[src/rtl/lsu_pkg.sv]
// lsu_pkg: shared types and constants for the load/store unit.
//   - funct3 encodings for loads and stores (separate enums, values overlap)
//   - FSM state and response error encodings
//   - bit positions inside the 4-bit {funct3, we} memory control word
package lsu_pkg;

   // Memory control word layout: {funct3[2:0], we}
   localparam int MC_WE_BIT  = 0;
   localparam int MC_F3_LSB  = 1;
   localparam int MC_F3_MSB  = 3;

   typedef enum logic [2:0] {
      F3_LB  = 3'b000,
      F3_LH  = 3'b001,
      F3_LW  = 3'b010,
      F3_LBU = 3'b100,
      F3_LHU = 3'b101
   } load_f3_e;

   typedef enum logic [2:0] {
      F3_SB = 3'b000,
      F3_SH = 3'b001,
      F3_SW = 3'b010
   } store_f3_e;

   typedef enum logic [1:0] {
      S_IDLE   = 2'd0,
      S_REQ    = 2'd1,
      S_WAIT_R = 2'd2,
      S_RESP   = 2'd3
   } lsu_state_e;

   typedef enum logic [1:0] {
      ERR_OK       = 2'b00,
      ERR_MISALIGN = 2'b01,
      ERR_ILLEGAL  = 2'b10,
      ERR_TIMEOUT  = 2'b11
   } lsu_err_e;

endpackage

[src/rtl/lsu_if.sv]
// lsu_if: single-outstanding data-memory bus.
//   master (LSU):    drives dmem_req/we/addr/be/wdata, receives gnt/rvalid/rdata
//   slave  (memory): the mirror image
interface lsu_if;
   logic        dmem_req;
   logic        dmem_we;
   logic [31:0] dmem_addr;
   logic [3:0]  dmem_be;
   logic [31:0] dmem_wdata;
   logic        dmem_gnt;
   logic        dmem_rvalid;
   logic [31:0] dmem_rdata;

   modport master (
      output dmem_req, dmem_we, dmem_addr, dmem_be, dmem_wdata,
      input  dmem_gnt, dmem_rvalid, dmem_rdata
   );

   modport slave (
      input  dmem_req, dmem_we, dmem_addr, dmem_be, dmem_wdata,
      output dmem_gnt, dmem_rvalid, dmem_rdata
   );
endinterface

[src/rtl/lsu_align.sv]
// lsu_align: purely combinational lane logic for the load/store unit.
//   Request side (incoming op):
//     req_funct3, req_we, req_addr_lo, req_wdata -> be, wdata_rep, misaligned, illegal
//   Load side (registered op + returned memory word):
//     ld_funct3, ld_addr_lo, ld_rdata -> ld_data (sign/zero extended)
module lsu_align
   import lsu_pkg::*;
(
   input  logic [2:0]  req_funct3,
   input  logic        req_we,
   input  logic [1:0]  req_addr_lo,
   input  logic [31:0] req_wdata,
   output logic [3:0]  be,
   output logic [31:0] wdata_rep,
   output logic        misaligned,
   output logic        illegal,
   input  logic [2:0]  ld_funct3,
   input  logic [1:0]  ld_addr_lo,
   input  logic [31:0] ld_rdata,
   output logic [31:0] ld_data
);

   logic [7:0]  byte_sel;
   logic [15:0] half_sel;

   always_comb begin
      // NOTE: every output gets a default first so no path through the case leaves it unassigned (no latch).
      be         = '0;
      wdata_rep  = '0;
      misaligned = 1'b0;

      if (req_we) illegal = !(req_funct3 inside {F3_SB, F3_SH, F3_SW});
      else        illegal = !(req_funct3 inside {F3_LB, F3_LH, F3_LW, F3_LBU, F3_LHU});

      // Size lives in funct3[1:0] for both loads and stores.
      case (req_funct3[1:0])
         2'b00: begin
            be        = 4'b0001 << req_addr_lo;
            wdata_rep = {4{req_wdata[7:0]}};
         end
         2'b01: begin
            be         = 4'b0011 << {req_addr_lo[1], 1'b0};
            wdata_rep  = {2{req_wdata[15:0]}};
            misaligned = req_addr_lo[0];
         end
         2'b10: begin
            be         = 4'b1111;
            wdata_rep  = req_wdata;
            misaligned = |req_addr_lo;
         end
         default: ;
      endcase
   end

   always_comb begin
      case (ld_addr_lo)
         2'd0:    byte_sel = ld_rdata[7:0];
         2'd1:    byte_sel = ld_rdata[15:8];
         2'd2:    byte_sel = ld_rdata[23:16];
         default: byte_sel = ld_rdata[31:24];
      endcase
      half_sel = ld_addr_lo[1] ? ld_rdata[31:16] : ld_rdata[15:0];

      case (ld_funct3)
         F3_LB:   ld_data = {{24{byte_sel[7]}}, byte_sel};
         F3_LH:   ld_data = {{16{half_sel[15]}}, half_sel};
         F3_LW:   ld_data = ld_rdata;
         F3_LBU:  ld_data = {24'd0, byte_sel};
         F3_LHU:  ld_data = {16'd0, half_sel};
         default: ld_data = '0;
      endcase
   end

endmodule

[src/rtl/load_store_unit.sv]
// load_store_unit: memory stage with a single-outstanding data-memory port.
//   Pipeline side: req_valid/req_ready, mem_ctrl {funct3, we}, is_load, addr,
//                  wdata (rs2), rd_addr
//   Memory side:   dmem (lsu_if.master) request/grant/response bus
//   Response:      resp_valid one-cycle pulse with resp_rdata, resp_rd,
//                  resp_we and resp_err (00 ok, 01 misaligned, 10 illegal,
//                  11 timeout)
//   TIMEOUT_CYCLES bounds the wait for gnt or rvalid (0 disables it);
//   CNT_W must satisfy 2**CNT_W > TIMEOUT_CYCLES.
module load_store_unit
   import lsu_pkg::*;
#(
   parameter int TIMEOUT_CYCLES = 255,
   parameter int CNT_W          = 8
) (
   input  logic        clk,
   input  logic        rst_n,
   input  logic        req_valid,
   output logic        req_ready,
   input  logic [3:0]  mem_ctrl,
   input  logic        is_load,
   input  logic [31:0] addr,
   input  logic [31:0] wdata,
   input  logic [4:0]  rd_addr,
   lsu_if.master       dmem,
   output logic        resp_valid,
   output logic [31:0] resp_rdata,
   output logic [4:0]  resp_rd,
   output logic        resp_we,
   output logic [1:0]  resp_err
);

   localparam bit              TO_EN   = (TIMEOUT_CYCLES != 0);
   localparam logic [CNT_W-1:0] TO_LAST = TO_EN ? CNT_W'(TIMEOUT_CYCLES - 1) : '0;

   lsu_state_e       state;
   logic [CNT_W-1:0] cnt;
   logic             op_we;
   logic [2:0]       op_funct3;
   logic [1:0]       op_addr_lo;
   logic [4:0]       op_rd;

   logic [2:0]  req_funct3;
   logic        req_we;
   logic        accept;
   logic        expired;
   logic [3:0]  req_be;
   logic [31:0] req_wdata_rep;
   logic        req_misaligned;
   logic        req_illegal;
   logic [31:0] ld_data;

   assign req_funct3 = mem_ctrl[MC_F3_MSB:MC_F3_LSB];
   assign req_we     = mem_ctrl[MC_WE_BIT];
   assign accept     = req_valid & req_ready & (req_we | is_load);
   // Counter holds the number of cycles already waited; this is the last one.
   assign expired    = TO_EN && (cnt == TO_LAST);

   lsu_align u_align (
      .req_funct3  (req_funct3),
      .req_we      (req_we),
      .req_addr_lo (addr[1:0]),
      .req_wdata   (wdata),
      .be          (req_be),
      .wdata_rep   (req_wdata_rep),
      .misaligned  (req_misaligned),
      .illegal     (req_illegal),
      .ld_funct3   (op_funct3),
      .ld_addr_lo  (op_addr_lo),
      .ld_rdata    (dmem.dmem_rdata),
      .ld_data     (ld_data)
   );

   // NOTE: non-blocking assignments throughout so every register samples pre-edge values.
   always_ff @(posedge clk or negedge rst_n) begin
      if (!rst_n) begin
         state           <= S_IDLE;
         cnt             <= '0;
         op_we           <= 1'b0;
         op_funct3       <= '0;
         op_addr_lo      <= '0;
         op_rd           <= '0;
         req_ready       <= 1'b1;
         dmem.dmem_req   <= 1'b0;
         dmem.dmem_we    <= 1'b0;
         dmem.dmem_addr  <= '0;
         dmem.dmem_be    <= '0;
         dmem.dmem_wdata <= '0;
         resp_valid      <= 1'b0;
         resp_rdata      <= '0;
         resp_rd         <= '0;
         resp_we         <= 1'b0;
         resp_err        <= ERR_OK;
      end else begin
         case (state)
            S_IDLE: begin
               if (accept) begin
                  req_ready  <= 1'b0;
                  op_we      <= req_we;
                  op_funct3  <= req_funct3;
                  op_addr_lo <= addr[1:0];
                  op_rd      <= rd_addr;
                  if (req_illegal || req_misaligned) begin
                     // Reject without touching memory.
                     state      <= S_RESP;
                     resp_valid <= 1'b1;
                     resp_err   <= req_illegal ? ERR_ILLEGAL : ERR_MISALIGN;
                  end else begin
                     state           <= S_REQ;
                     cnt             <= '0;
                     dmem.dmem_req   <= 1'b1;
                     dmem.dmem_we    <= req_we;
                     dmem.dmem_addr  <= {addr[31:2], 2'b00};
                     dmem.dmem_be    <= req_be;
                     dmem.dmem_wdata <= req_we ? req_wdata_rep : '0;
                  end
               end
            end

            S_REQ: begin
               if (dmem.dmem_gnt || expired) begin
                  dmem.dmem_req   <= 1'b0;
                  dmem.dmem_we    <= 1'b0;
                  dmem.dmem_addr  <= '0;
                  dmem.dmem_be    <= '0;
                  dmem.dmem_wdata <= '0;
               end
               if (dmem.dmem_gnt) begin
                  if (op_we) begin
                     state      <= S_RESP;
                     resp_valid <= 1'b1;
                     resp_err   <= ERR_OK;
                  end else begin
                     state <= S_WAIT_R;
                     cnt   <= '0;
                  end
               end else if (expired) begin
                  state      <= S_RESP;
                  resp_valid <= 1'b1;
                  resp_err   <= ERR_TIMEOUT;
               end else if (TO_EN) begin
                  cnt <= cnt + 1'b1;
               end
            end

            S_WAIT_R: begin
               if (dmem.dmem_rvalid) begin
                  state      <= S_RESP;
                  resp_valid <= 1'b1;
                  resp_rdata <= ld_data;
                  resp_rd    <= op_rd;
                  resp_we    <= (op_rd != 5'd0);
                  resp_err   <= ERR_OK;
               end else if (expired) begin
                  state      <= S_RESP;
                  resp_valid <= 1'b1;
                  resp_err   <= ERR_TIMEOUT;
               end else if (TO_EN) begin
                  cnt <= cnt + 1'b1;
               end
            end

            S_RESP: begin
               state      <= S_IDLE;
               req_ready  <= 1'b1;
               resp_valid <= 1'b0;
               resp_rdata <= '0;
               resp_rd    <= '0;
               resp_we    <= 1'b0;
               resp_err   <= ERR_OK;
            end

            default: state <= S_IDLE;
         endcase
      end
   end

endmodule

[src/flat_wrapper.sv]
// flat-port wrapper written by rule: the top's interface ports become plain ports
module load_store_unit_flat import lsu_pkg::*;
#(
   parameter int TIMEOUT_CYCLES = 255,
   parameter int CNT_W          = 8
)
  (clk, rst_n, req_valid, req_ready, mem_ctrl, is_load, addr, wdata, rd_addr, resp_valid, resp_rdata, resp_rd, resp_we, resp_err, dmem_dmem_req, dmem_dmem_we, dmem_dmem_addr, dmem_dmem_be, dmem_dmem_wdata, dmem_dmem_gnt, dmem_dmem_rvalid, dmem_dmem_rdata);
  lsu_if dmem_i ();
  input  logic clk;
  input  logic rst_n;
  input  logic req_valid;
  output logic req_ready;
  input  logic [3:0] mem_ctrl;
  input  logic is_load;
  input  logic [31:0] addr;
  input  logic [31:0] wdata;
  input  logic [4:0] rd_addr;
  output logic resp_valid;
  output logic [31:0] resp_rdata;
  output logic [4:0] resp_rd;
  output logic resp_we;
  output logic [1:0] resp_err;
  output wire logic [$bits(dmem_i.dmem_req)-1:0] dmem_dmem_req;
  output wire logic [$bits(dmem_i.dmem_we)-1:0] dmem_dmem_we;
  output wire logic [$bits(dmem_i.dmem_addr)-1:0] dmem_dmem_addr;
  output wire logic [$bits(dmem_i.dmem_be)-1:0] dmem_dmem_be;
  output wire logic [$bits(dmem_i.dmem_wdata)-1:0] dmem_dmem_wdata;
  input wire logic [$bits(dmem_i.dmem_gnt)-1:0] dmem_dmem_gnt;
  input wire logic [$bits(dmem_i.dmem_rvalid)-1:0] dmem_dmem_rvalid;
  input wire logic [$bits(dmem_i.dmem_rdata)-1:0] dmem_dmem_rdata;
  assign dmem_dmem_req = dmem_i.dmem_req;
  assign dmem_dmem_we = dmem_i.dmem_we;
  assign dmem_dmem_addr = dmem_i.dmem_addr;
  assign dmem_dmem_be = dmem_i.dmem_be;
  assign dmem_dmem_wdata = dmem_i.dmem_wdata;
  assign dmem_i.dmem_gnt = dmem_dmem_gnt;
  assign dmem_i.dmem_rvalid = dmem_dmem_rvalid;
  assign dmem_i.dmem_rdata = dmem_dmem_rdata;
  load_store_unit #(.TIMEOUT_CYCLES(TIMEOUT_CYCLES), .CNT_W(CNT_W)) u_core (.clk(clk), .rst_n(rst_n), .req_valid(req_valid), .req_ready(req_ready), .mem_ctrl(mem_ctrl), .is_load(is_load), .addr(addr), .wdata(wdata), .rd_addr(rd_addr), .dmem(dmem_i), .resp_valid(resp_valid), .resp_rdata(resp_rdata), .resp_rd(resp_rd), .resp_we(resp_we), .resp_err(resp_err));
endmodule
[config.mk]
export PLATFORM = sky130hd
export DESIGN_NAME = load_store_unit_flat
export DESIGN_NICKNAME = d
export VERILOG_FILES = /design/src/rtl/lsu_pkg.sv /design/src/rtl/lsu_if.sv /design/src/rtl/lsu_align.sv /design/src/rtl/load_store_unit.sv /design/src/flat_wrapper.sv
export SDC_FILE = /design/constraint.sdc
export NUM_CORES = 1
export LEC_CHECK = 0
export CORE_MARGIN = 2
export CORE_UTILIZATION = 65
export CTS_CLUSTER_SIZE = 25
export DETAILED_ROUTE_END_ITERATION = 12
export DONT_BUFFER_PORTS = 1
export PLACE_DENSITY = 0.81
export SETUP_SLACK_MARGIN = 0.4
export SYNTH_ARGS = -nofsm -noshare
export SYNTH_HDL_FRONTEND = slang
export SYNTH_SLANG_ARGS = --single-unit
[constraint.sdc]
create_clock -name clk -period 5.3 [get_ports clk]
set_clock_uncertainty 0.1 [all_clocks]
set_input_delay 0.53 -clock clk [delete_from_list [all_inputs] [get_ports clk]]
set_output_delay 0.53 -clock clk [all_outputs]
set_load 0.02 [all_outputs]
---- Word-level counts from Yosys, hierarchy flattened ----
Index checks and enable logic that the tools add are counted.
storage, ports and cells
  bits in registers ....................... 133
  input port bits ......................... 111
  output and inout bits ................... 112
  logic and storage cells ................. 133
cells by class
  $add $sub $neg .......................... 1
  equality and inequality tests ........... 24
  shift-type cells ........................ 2
  mux-type cells .......................... 63
  bitwise operators ....................... 3
  reduce and logical (&&, ||, !) cells .... 23
operators with widths
  cell                 number
  $mux 32              7
  $pmux 32 s2          3
  $pmux 32 s5          1
  $pmux 32 s3          1
  $mux 8               6
  $pmux 8 s3           2
  $mux 2               12
  $mux 16              1
  $pmux 2 s4           2
  $mux 1               15
  $eq 3x3->1 const B   4
  $mux 4               3
  $pmux 4 s3           1
  $pmux 1 s2           5
  $pmux 5 s2           1
  $reduce_bool 5->1    2
  $add 8x1->8 const B  1
  $eq 2x2->1 const B   4
  $eq 8x8->1 const B   1
  $pmux 4 s2           1
  $eq 2x1->1 const B   3
  $eq 3x1->1 const B   2
  $eq 3x2->1 const B   2
  $logic_not 2->1      3
  other kinds (20)     33

---- Logic depth before layout (Yosys ltp) ----
Gate-level depths: netlist (run 1).
  depth after elaboration ................. 8
  gate-level depth with buffers ........... 9
  mapped depth without buffers ............ 7

---- By module ----
Synthesis (run 1) repeated with hierarchy kept, for this count alone.
second synthesis, totals
  cells, all modules ...................... 701
  area total of the unflattened synthesis .. 7201.9 um^2
modules (own cells, without submodules)
  module           instances  cells an instance  area an instance (um^2)  seq. area each (um^2)
  load_store_unit  1          477                5753.0                   3279.4
  lsu_align        1          224                1448.9                   0.0

---- Worst setup path after synthesis (run 1) ----
Ideal clock, no wire load.
  path type ............................... input port to flip-flop
  start ................................... input mem_ctrl[1]
  end ..................................... register u_core.cnt[0]
  setup time .............................. 121 ps
  arrival time ............................ 2108 ps
  data required time ...................... 5079 ps
  path slack .............................. 2971 ps
  stages on the path ...................... 9
  path buffers ............................ 2
  path through ............................ inv_1 ha_1 nand2b_1 a22o_1 o31ai_4 buf_2 buf_4 o211ai_1 a22o_1
on the way
  longest elaborated chain between the ends .. 7
  elaborated cells between the ends (all ways) .. 16
  classes of those cells .................. eq/ne: 7; mux: 2; reduce/logical: 7
ends and longest elaborated chain
  item                                                    line                              RTL
  start, declared                                         flat_wrapper.sv:13                input logic [3:0] mem_ctrl;
  $eq 3x1->1 (tied with other cells)                      lsu_align.sv:32, lsu_align.sv:33
  $reduce_bool 5->1 or $reduce_bool 3->1 (tied branches)  lsu_align.sv:33, lsu_align.sv:32
  $logic_not 1->1 (on tied branches)                      lsu_align.sv:33, lsu_align.sv:32
  $mux 1                                                  lsu_align.sv:32                   if (req_we) illegal = !(req_funct3 inside {F3_SB, F3_SH, F3_SW});
  $logic_or 1x1->1 (*)                                    load_store_unit.sv:103            if (req_illegal || req_misaligned) begin
  $ne 2x2->1 (no line) (*)                                n/a
  $reduce_and 5->1 (no line) (*)                          n/a
  end signal, assigned                                    load_store_unit.sv:142            cnt <= cnt + 1'b1;
  end signal, assigned                                    load_store_unit.sv:159            cnt <= cnt + 1'b1;
  end, declared                                           load_store_unit.sv:37             logic [CNT_W-1:0] cnt;
Mark *: on every way between the ends. The rest lies on a longest branch, timed or not.
A chain may end at the register's enable or synchronous reset.

---- Final worst setup path (run 1) ----
  start ................................... register u_core.state[1]
  end ..................................... register u_core.dmem.dmem_req
on the way
  longest elaborated chain between the ends .. 3
  elaborated cells between the ends (all ways) .. 8
  classes of those cells .................. eq/ne: 4; mux: 1; reduce/logical: 3
ends and longest elaborated chain
  item                                           line                    RTL
  start, declared                                load_store_unit.sv:36   lsu_state_e state;
  start signal, assigned                         load_store_unit.sv:77   state <= S_IDLE;
  start signal, assigned                         load_store_unit.sv:105  state <= S_RESP;
  start signal, assigned                         load_store_unit.sv:109  state <= S_REQ;
  $eq 2x1->1 or $logic_not 2->1 (tied branches)  load_store_unit.sv:95   case (state)
  $ne 2x1->1 (no line) (tied with other cells)   n/a
  $reduce_and 4->1 (no line)                     n/a
  end signal, assigned                           load_store_unit.sv:84   dmem.dmem_req <= 1'b0;
  end signal, assigned                           load_store_unit.sv:111  dmem.dmem_req <= 1'b1;
  end signal, assigned                           load_store_unit.sv:122  dmem.dmem_req <= 1'b0;
  end, declared                                  lsu_if.sv:15            output dmem_req, dmem_we, dmem_addr, dmem_be, dmem_wdata,
Parallel ways exist; a longest one is shown, timed or not.

==> run metrics, run 1 <==
input/output buffers=0; slew of the pin with the lowest slew margin=1181 ps; CTS H-Tree Depth=4; RD Place Congestion=approximately 0.90; CTS buffer count=17; pin count of the biggest net entering global routing=between 100 and 150; Worst Path Max Fanout=43; vias in the first global route=5414; CTS max path bufs=2; Netlist Area Pre-Place=0.006636 mm^2; CP max stage cell=o2111ai_2; combinational power share=32.6%; share of flip-flops with an asynchronous set or reset=100.0%; Seq/Total Area, Yosys=49.42%; Sw Pwr=2.180 mW; Avg Cell Area, Syn=10.58 um^2; Avg WL per Cell=~23 um; TritonRoute pass-1 iters=6; Int Pwr=2.896 mW; max-slew violations=0; global-route wire length before repair=28.03 mm; Net count, final=around 730; CP required=5610 ps; top_reg_cell synth=dfrtp_1; HP Class=input port to register; synth-to-layout area growth=10.12%; area of the multi-input gates=0.003067 mm^2; initial antenna violation count=0; Critical Path Max Stage Delay=slightly above 500 ps; Flop pwr share=43.8%; Worst Path Arrival=3760 ps; # fillers=roughly 660; Mapped Cells=627; clk slew on worst S/H paths=approximately 60 ps; die area=between 0.01 and 0.015 mm^2; crit end category=register; HPWL after detailed placement=11.88 mm; Setup TNS=0 ps; CTS Sinks=around 130; Critical Setup Path Class=register to register; warnings from Yosys=0; total power=5.076 mW; maximum clock rate=slightly below 300 MHz; diode count=0; count of final setup violators=0; final wirelength=17.31 mm; number of synthesized flops with an enable pin=0; CTS Root Cell=clkbuf_8; vias per cell=6.866; maxcap violations=0; global route overflow=0; top cell type's share of synthesized area=49.02%; leakage=between 3 and 4 nW; GRT Util Overall=32.55%; DRT iter0 DRCs=463; row count=36; Die W=105.0 um; Tcrit/Tclk final=65.08%; Switching Fraction=between 40 and 50%; CTS tree=built; area leader, netlist=dfrtp_1; VDD IR max=0.4062 mV; Via Count=~5200; antenna violation net count after detailed routing=0; minimum clock period=3449 ps; latest clock arrival within the worst-skew pair=~540 ps; Fin. Hold Viols=0; clock power share=23.7%; I/O pin count=223; register area=~0.0033 mm^2; main area contributors after synthesis=dfrtp_1, a21bo_2, o21ai_0, mux2_2, nand2_1; RSZ-0062 raised after global routing=no; status=complete, no violations; share of cells above drive strength 1=approximately 17%; Unique masters post-synth=57; DRC=0; Post-CTS Setup Bufs=0; pwr dens=694.5 mW/mm^2; Synth Register Bits=131; CP Cell Sequence=inv_1 -> ha_1 -> o2111ai_2 -> o21ai_2 -> buf_4 -> nand3_2 -> buf_12 -> mux2_1; Die Span Y=105.0 um; max_slew headroom=21.29%; Initial Util=67.28%; Critical Path Source Type=register; core area=between 0.009 and 0.01 mm^2
-- what timing repair did --
| item | CTS | global route |
|---|---|---|
| resized for setup | 0 | 0 |
| hold buffers | 2 | 0 |
| endpoints found under the hold margin | 131 | 0 |
-- area by class of cell --
cell class	count	share of cell area [%]
inverter	26	1.335
clock inverter	11	2.072
clock buffer	21	6.283
tap	133	2.277
multi-input combinational	425	41.96
sequential	131	44.87
timing repair buffer	7	1.198
-- cells in the mapped netlist, types with 2 or more instances --
cell / number
a31oi_1: 8
nand2b_1: 3
buf_2: 13
mux2i_1: 13
clkbuf_1: 28
nand4_1: 31
o21bai_1: 2
a221oi_1: 9
nor2b_1: 5
nand3_1: 5
a21oi_1: 25
a22o_1: 9
mux4_2: 7
inv_1: 25
and3_1: 4
nor3_1: 7
a21bo_2: 24
ha_1: 12
a21o_1: 3
a31o_2: 3
mux2_1: 18
buf_4: 4
nand2_1: 55
nor2_1: 42
dfrtp_1: 130
o21a_1: 2
or2_1: 2
and4_1: 2
a222oi_1: 15
a22oi_1: 18
mux2_2: 20
and2_1: 4
a21bo_1: 6
a2bb2oi_1: 2
o211ai_1: 2
o21ai_0: 46
or2_2: 3
-- metal layers --
| metal | vias up | track usage (%) | routed length (um) | part of all wire [%] |
|---|---|---|---|---|
| met5 | - | 0 | 0 | 0 |
| met3 | 46 | 13.16 | 1918 | 11 |
| li1 | 2285 | - | - | - |
| met4 | 0 | 14.95 | 470 | 2.7 |
| met1 | 2549 | 37.58 | 6303 | 36 |
| met2 | 297 | 53.15 | 8618 | 50 |
-- logic make-up (layout without fill, tap and decap cells) --
kind of cell / after synthesis / after routing / synth area share [%]
compound gates: 187 / 187 / 20.89
simple gates: 166 / 166 / 12.05
other cells: 1 / 2 / 0.05651
flops: 131 / 131 / 49.42
fa+ha+maj: 12 / 12 / 2.262
mux: 58 / 58 / 10.78
buf+inv: 72 / 65 / 4.544
-- flip-flops by register name, indices dropped and copies added (netlist names), 2 cells and up --
signal	count
u_core.cnt	8
u_core.resp_rd	5
u_core.dmem.dmem_addr	30
u_core.resp_rdata	32
u_core.state	2
u_core.dmem.dmem_wdata	32
u_core.op_addr_lo	2
u_core.dmem.dmem_be	4
u_core.resp_err	2
u_core.op_funct3	3
u_core.op_rd	5
-- power by group through the flow --
stage	clock network, mW	registers [mW]	logic [mW]
CTS	1.21	2.22	1.64
finish	1.20	2.22	1.65
detailed placement	0	2.23	1.60
global placement	0	2.21	1.52
floorplan	0	2.08	1.36
global route	1.26	2.27	1.84
-- metrics by stage --
stage               util (%)  instances  cell area (um^2)  setup slack [ps]  hold WS (ps)
global placement       67.52        720              6660              1632         137.0
floorplan                  -        628              6640              2971         134.4
CTS                    74.09        754              7308              1856         8.609
finish                 74.09        754              7308              1851         24.46
detailed placement     67.52        720              6660              1499         137.1
global route           74.09        754              7308              1545         13.60
-- layout by cell type (no fill, tap or decap), types with 5 or more instances in the layout --
cell type  instances
a21bo_2           24
nor2_1            42
a21oi_1           25
nand2_1           55
a22oi_1           18
a21bo_1            6
mux2i_1           12
ha_1              12
inv_1             25
a222oi_1          15
o21ai_0           46
dfrtp_1          130
nand3_1            5
nor2b_1            5
a31oi_1            8
a221oi_1           9
nand4_1           31
a22o_1             9
nor3_1             7
mux4_2             7
mux2_2            20
clkbuf_16         16
mux2_1            18
-- critical path: cells and delay by family, from the launching register on --
kind / cells / cell delay (ps)
compound gates: 2 / 690
fa+ha+maj: 1 / 370
buf+inv: 3 / 880
flops: 1 / 410
mux: 1 / 350
simple gates: 1 / 500
-- path summary, 6_finish.rpt --
| path | slack (ps) | end | from | cells past startpoint |
|---|---|---|---|---|
| hold / removal | 20 | u_core.dmem.dmem_wdata[5]$_DFFE_PN0P_ | wdata[5] | 2 |
| setup / recovery | 1850 | u_core.dmem.dmem_req$_DFFE_PN0P_ | u_core.state[1]$_DFFE_PN0N_ | 8 |
| min in group asynchronous | 570 | u_core.resp_rdata[25]$_DFFE_PN0P_ | rst_n | 2 |
| setup reg to reg | 1850 | u_core.dmem.dmem_req$_DFFE_PN0P_ | u_core.state[1]$_DFFE_PN0N_ | 8 |
| max in group asynchronous | 4040 | u_core.dmem.dmem_wdata[26]$_DFFE_PN0P_ | rst_n | 2 |
| hold reg to reg | 450 | u_core.op_rd[0]$_DFFE_PN0P_ | u_core.op_rd[0]$_DFFE_PN0P_ | 1 |
Note: power is estimated with default switching activity, not from simulation.
==> run 2, diff against run 1 <==
CORE_UTILIZATION = 58   (was 65)
PLACE_DENSITY = 0.76   (was 0.81)
clock period = 3 ns   (was 5.3 ns; I/O delays follow)
==> run 2 against run 1 <==
Against the previous run: the flow now finishes with violations (negative hold slack); setup slack got worse by 1300 ps; clock power increased by 77%; die area increased by 12%; non-clock buffer count increased by 37; sequential power increased by 77%; via count increased by 1.9%; final area increased by 4.7%; total power increased by 77%; sequential share of layout area decreased by 2.0 points; final cell count increased by 6.2%; wire length about the same; critical path depth decreased by 3; critical path type unchanged.
==> run metrics, run 2 (synthesis results as in run 1) <==
max-slew violations=0; # fillers=841; Post-CTS Setup Bufs=0; core area=0.01127 mm^2; Net count, final=768; most frequent CP cell=o21ai_0; DRT iter0 DRCs=between 600 and 700; CP max stage cell=a21oi_2; die area=approximately 0.012 mm^2; failing checks=negative hold slack; total power=9.008 mW; max_slew headroom=52.02%; area of the multi-input gates=between 0.003 and 0.004 mm^2; hold_buf cts=28; CTS H-Tree Depth=4; global route overflow=0; vias per cell=6.584; maxcap violations=0; maximum clock rate=406.5 MHz; biggest regs=u_core.dmem.dmem_wdata x32, u_core.resp_rdata x32, u_core.dmem.dmem_addr x30; leakage=3.506 nW; RD Place Congestion=0.8878; most frequent cells in the layout=dfrtp_1, nand2_1, o21ai_0; Avg WL per Cell=21.61 um; most common cell after layout, fill and taps aside=dfrtp_1; row count=39; vias in the first global route=5377; Worst Path Arrival=2670 ps; final wirelength=17.31 mm; I/O pin count=223; Flop pwr share=a little over two fifths; diode count=0; Die W=~110 um; crit end category=register; HP Class=input port to asynchronous set/reset pin; combinational power share=33.0%; CP Cell Sequence=nor2_1 -> o21ai_0 -> a21oi_2 -> a21oi_1 -> o21ai_0; DRC=0; CTS Root Cell=clkbuf_16; RSZ-0062 raised after global routing=yes; Critical Setup Path Class=register to register; Sw Pwr=around 3.8 mW; CTS tree=built; share of cells above drive strength 1=17.17%; Die Span Y=between 100 and 150 um; register area=approximately 0.0033 mm^2; input/output buffers=0; slew of the pin with the lowest slew margin=719.7 ps; CTS max path bufs=2; final core utilization=67.87%; clk slew on worst S/H paths=60 ps; Fin. Hold Viols=131; hold slack=-522.8 ps; Tcrit/Tclk final=82.00%; Via Count=5274; status=finished with violations; VDD IR max=0.7433 mV; GRT Util Overall=28.58%; CTS Sinks=131; latest clock arrival within the worst-skew pair=between 400 and 500 ps; synth-to-layout area growth=15.27%; fin cells=about 800; Worst Path Max Fanout=16; global-route wire length before repair=roughly 28 mm; Int Pwr=roughly 5.2 mW; Critical Path Source Type=register; initial antenna violation count=0; Initial Util=58.87%; pin count of the biggest net entering global routing=132; Post-Place Cells=approximately 740; HPWL after detailed placement=11.89 mm; Critical Path Max Stage Delay=roughly 660 ps; Post-DP Area=0.006743 mm^2; minimum clock period=2460 ps; Finished Cell Area=0.007650 mm^2; CTS buffer count=17; Switching Fraction=41.86%; count of final setup violators=0; pwr dens=1178 mW/mm^2; TritonRoute pass-1 iters=6; Setup TNS=0 ps; CP required=3200 ps; clock power share=a little under a quarter; antenna violation net count after detailed routing=0
==> run 2: changes by cell type in the layout (fill, tap and decap cells not counted), moves of 3 or more <==
cell | before | now
dlygate4sd3_1 | 1 | 28
clkbuf_1 | 1 | 4
buf_4 | 4 | 15
clkinvlp_4 | 4 | 1
==> run 2: metrics by stage <==
step / setup WS [ps] / hold WS (ps)
detailed placement: 509.5 / -93.02
floorplan: 826.5 / -95.59
global route: 374.6 / -539.1
global placement: 626.9 / -92.99
CTS: 454.4 / -536.2
finish: 539.9 / -522.8
==> run 2: per-layer routing <==
layer	global-route usage [%]	part of all wire (%)
met5	0	0
met2	45.93	49
met3	10.93	11
met1	34.75	38
met4	11.92	2.3
==> run 2: cell type report <==
cell class / instances / share of cell area, %
clock inverter: 8 / 1.636
multi-input combinational: 425 / 40.27
tap: 143 / 2.339
clock buffer: 24 / 6.297
inverter: 26 / 1.276
timing repair buffer: 44 / 5.316
sequential: 131 / 42.87
==> run 2: critical path: cells and delay by family, from the launching register on <==
family	cells	cell delay (ps)
AO/OA/AOI/OAI	4	1340
AND/OR/NAND/NOR	1	490
flip-flops	1	410
==> run 2: power by group through the flow <==
| stage | Clock [mW] | Combinational [mW] | Sequential, mW |
|---|---|---|---|
| final | 2.12 | 2.98 | 3.92 |
| after global routing | 2.21 | 3.30 | 4.00 |
| after CTS | 2.14 | 2.93 | 3.92 |
| after detailed placement | 0 | 2.90 | 3.93 |
| after global placement | 0 | 2.76 | 3.91 |
| after floorplan | 0 | 2.39 | 3.68 |
==> run 2: final timing paths <==
path / startpoint / endpoint / slack [ps] / cells after the start
worst max-delay path: u_core.op_funct3[0]$_DFFE_PN0P_ / u_core.resp_rdata[20]$_DFFE_PN0P_ / 540 / 5
worst min-delay path: rst_n / u_core.resp_rdata[5]$_DFFE_PN0P_ / -520 / 0
worst max register to register: u_core.op_funct3[0]$_DFFE_PN0P_ / u_core.resp_rdata[20]$_DFFE_PN0P_ / 540 / 5
worst min register to register: u_core.op_rd[2]$_DFFE_PN0P_ / u_core.op_rd[2]$_DFFE_PN0P_ / 440 / 1
max in group asynchronous: rst_n / u_core.req_ready$_DFFE_PN1P_ / 3140 / 0
min in group clk: dmem_dmem_rdata[26] / u_core.resp_rdata[10]$_DFFE_PN0P_ / 10 / 2
==> run 2: repair_timing <==
action	4_1_cts	5_1_grt
endpoints found under the setup margin	0	38
endpoints found under the hold margin	159	131
resized for setup	0	5
